[src/rtl/pulse_window_checker_sat_counter.sv]
// Saturating up-counter with synchronous clear and load-of-one.
// Priority: clr, then load_one, then inc.
module sat_counter #(
   parameter int           W       = 8,
   parameter logic [W-1:0] MAX     = '1,
   parameter logic [W-1:0] RST_VAL = '0
) (
   input  logic         clk,
   input  logic         rst,
   input  logic         clr,
   input  logic         load_one,
   input  logic         inc,
   output logic [W-1:0] count
);

   always_ff @(posedge clk or posedge rst) begin
      if (rst)
         count <= RST_VAL;
      else if (clr)
         count <= '0;
      else if (load_one)
         count <= W'(1);
      else if (inc && (count != MAX))
         count <= count + W'(1);
   end

endmodule

[config.mk]
export PLATFORM = sky130hd
export DESIGN_NAME = sat_counter
export DESIGN_NICKNAME = d
export VERILOG_FILES = /design/src/rtl/pulse_window_checker_sat_counter.sv
export SDC_FILE = /design/constraint.sdc
export NUM_CORES = 1
export LEC_CHECK = 0
export CAP_MARGIN = 40
export CORE_AREA = 5 5 42 44
export DETAILED_ROUTE_END_ITERATION = 8
export DIE_AREA = 0 0 47 49
export PLACE_DENSITY = 0.73
export REMOVE_ABC_BUFFERS = 1
export SLEW_MARGIN = 20
export SYNTH_ARGS = -nofsm -noshare
export SYNTH_HDL_FRONTEND = slang
export SYNTH_SLANG_ARGS = --single-unit
[constraint.sdc]
create_clock -name clk -period 2.5 [get_ports clk]
set_input_delay 0.5 -clock clk [delete_from_list [all_inputs] [get_ports clk]]
set_output_delay 0.5 -clock clk [all_outputs]
set_load 0.02 [all_outputs]
==> metrics.txt <==
# DRC=0; layout cell share with drive strength beyond 1=12.3%; part of the Yosys area used for sequential elements=around two fifths; largest net degree at the start of global routing=12; post-route clock skew=roughly 0.00016 ns; largest family of logic cells by synthesized area=simple AND/OR/NAND/NOR gates; core footprint=roughly 1400 µm²; final hold viol count=0; total power=around 0.27 mW; headroom to the max-slew limit=75.2%; initial antenna violation count=0; met1 Resource Use GR=between 10% and 20%; Worst setup SP type=flip-flop; Commonest cells post-synth=8 x dfrtp_1, 6 x nand2_1, 4 x a211oi_1, 3 x nand3_1; max reg flops=8; drt initial violations=9; Post-Synth Simple-Gate Area=between 30% and 40%; I/O pin total=13; Setup Viol. Count Final=0; worst-path cell chain=clkdlybuf4s50_1; setup repair bufs after CTS=0; WL/cell=about 16 µm; clock sinks=8; Final Cell Area=642 µm²; post-route antenna net violation count=0; grt peak-use layer=met2; kind of cell adding the most delay to the critical path=buffers and inverters; RSZ-0062 raised after global routing=false; asr flop ratio synth=100%; antenna diode count=0; leading area contributor after synthesis=dfrtp_1; #FFs+latches synth=8; Mapped Area=492 µm²; Adder-Cell Fraction of Synth Area=under 10%; top cell type's share of synthesized area=between 40% and 50%; P per Cell Area=approximately 420 nW/µm²; worst vdd ir=around 0.22 mV; reg-to-reg endpoint=count[0]; compound-gate portion of the synthesized area=between 10% and 20%; CTS resizes=0; crit end category=output pin; # fillers=between 100 and 150; Via-to-Cell Ratio=6.05; Worst Max-Slew Pin Slew=~0.37 ns; Crit-path slowest cell=clkdlybuf4s50_1; FMAX=about 510 MHz; total track usage=between 10% and 20%; crit path buf inv count=1; Largest Register=count; CP required=2.00 ns; DP Worst Slack=0.656 ns; placed cell area=619 µm²; Leak=roughly 0.24 nW; mux cell area share after synthesis=under 10%; max-cap violation count=0; Distinct cells, synth=28; R2R Path Start=count[0]; Worst-Skew Late Latency=0.26 ns; crit-path max cell delay=0.67 ns; most common cell in the netlist=dfrtp_1; Synth Flop Type=dfrtp_1; setup TNS=0 ns; dpl hpwl=900 µm; routing usage on met3=3.32%; nets=73; top post-synthesis cells by area=dfrtp_1 41%, a211oi_1 6.1%, nand2_1 4.6%, a41oi_1 3.6%, nand3_1 3.1%; EDFF count, synth=0; global placement routability congestion=between 0.8 and 0.9; maximum fanout along the worst path=11; clk buf depth=2; Die W=47 µm; post-synthesis area per instance=9.46 µm²; CTS root buf=clkbuf_4; worst setup margin=roughly 0.53 ns; met2 usage=between 10% and 20%; Largest regs=count (8); total iterations of the first detailed-routing run=4; H-tree levels=1; reg2reg path depth=4; vias in the first global route=roughly 470; Hold Crit Class=input port to async pin; Final Util=45.8%; clk slew on worst S/H paths=0.06 ns; status=finished, final reports clean; DR vias=a little under 500; Row Count=14; final wirelength=around 1300 µm; CTS buffer count=3; crit path DAT=~1.5 ns; Area Overhead vs Synth=30.5%; Crit Path Category=flip-flop to output pin; CTS tree=yes; R2R Setup Slk=between 0.9 and 1 ns; Die Span Y=approximately 49 µm; fin crit period=between 1.5 and 2 ns; xor and xnor fraction of the mapped netlist area=0%; Starting Density=around a third; Ys Warns=0; GRT overflow=0; CTS Hold Bufs=0; IO Port Bufs=12; Syn Inst Count=52; post-route clock period utilization=just under 80%; count of pins over their slew limit=0; Die ar.=between 2000 and 2500 µm²; first-pass GRT wire length=2130 µm
[cell type report]
cell class	count	area (µm²)	share of cell area, %
Multi-Input combinational cell	41	275	42.9
Sequential cell	8	200	31.2
Timing Repair Buffer	12	120	18.7
Clock buffer	3	22.5	3.51
Tap cell	16	20.0	3.12
Inverter	1	3.75	0.585
[power by group]
part / switching [mW] / internal [mW]
logic: 0.0142 / 0.0131
registers: 0.00373 / 0.131
clock network: 0.0488 / 0.0553
total: 0.0668 / 0.200
[how the worst max path moves through the flow]
stage | slack [ns] | from | cells after the start | endpoint
2_1_floorplan | 1.04 | count[0] | 4 | count[0]
3_3_place_gp | 0.71 | inc | 4 | count[6]
3_5_place_dp | 0.66 | inc | 4 | count[6]
4_1_cts | 0.55 | count[2] | 1 | count[2]
5_1_grt | 0.50 | count[2] | 1 | count[2]
6_report | 0.53 | count[2] | 1 | count[2]
[logic make-up after synthesis]
kind of cell,after synthesis
adders and majority gates,1
buffers and inverters,3
DFF,8
and+or+nand+nor,25
AOI/OAI and AO/OA,14
muxes,1
[metrics by stage]
step	instances	hold WS [ns]
finish	81	0.494
global route	81	0.534
CTS	81	0.519
detailed placement	78	0.551
global placement	78	0.547
floorplan	50	0.316
[per-layer routing]
layer  up-vias  wire length, µm
met5         -                0
met4         0               39
met3         4               92
met2        23              606
met1       229              550
li1        234                -
[cell usage in the layout, fill, tap and decap left out, types with 2 or more instances in the layout]
cell	netlist	routed
o21ai_0	2	2
clkdlybuf4s50_1	0	12
a211oi_1	4	4
nor3_1	2	2
a21oi_1	2	2
nand3_1	3	3
nand2_1	6	6
and3_1	2	2
clkbuf_4	0	3
nor4_1	2	2
a41oi_1	2	2
a31oi_1	2	2
dfrtp_1	8	8
Power figures use the tool's default switching activity.
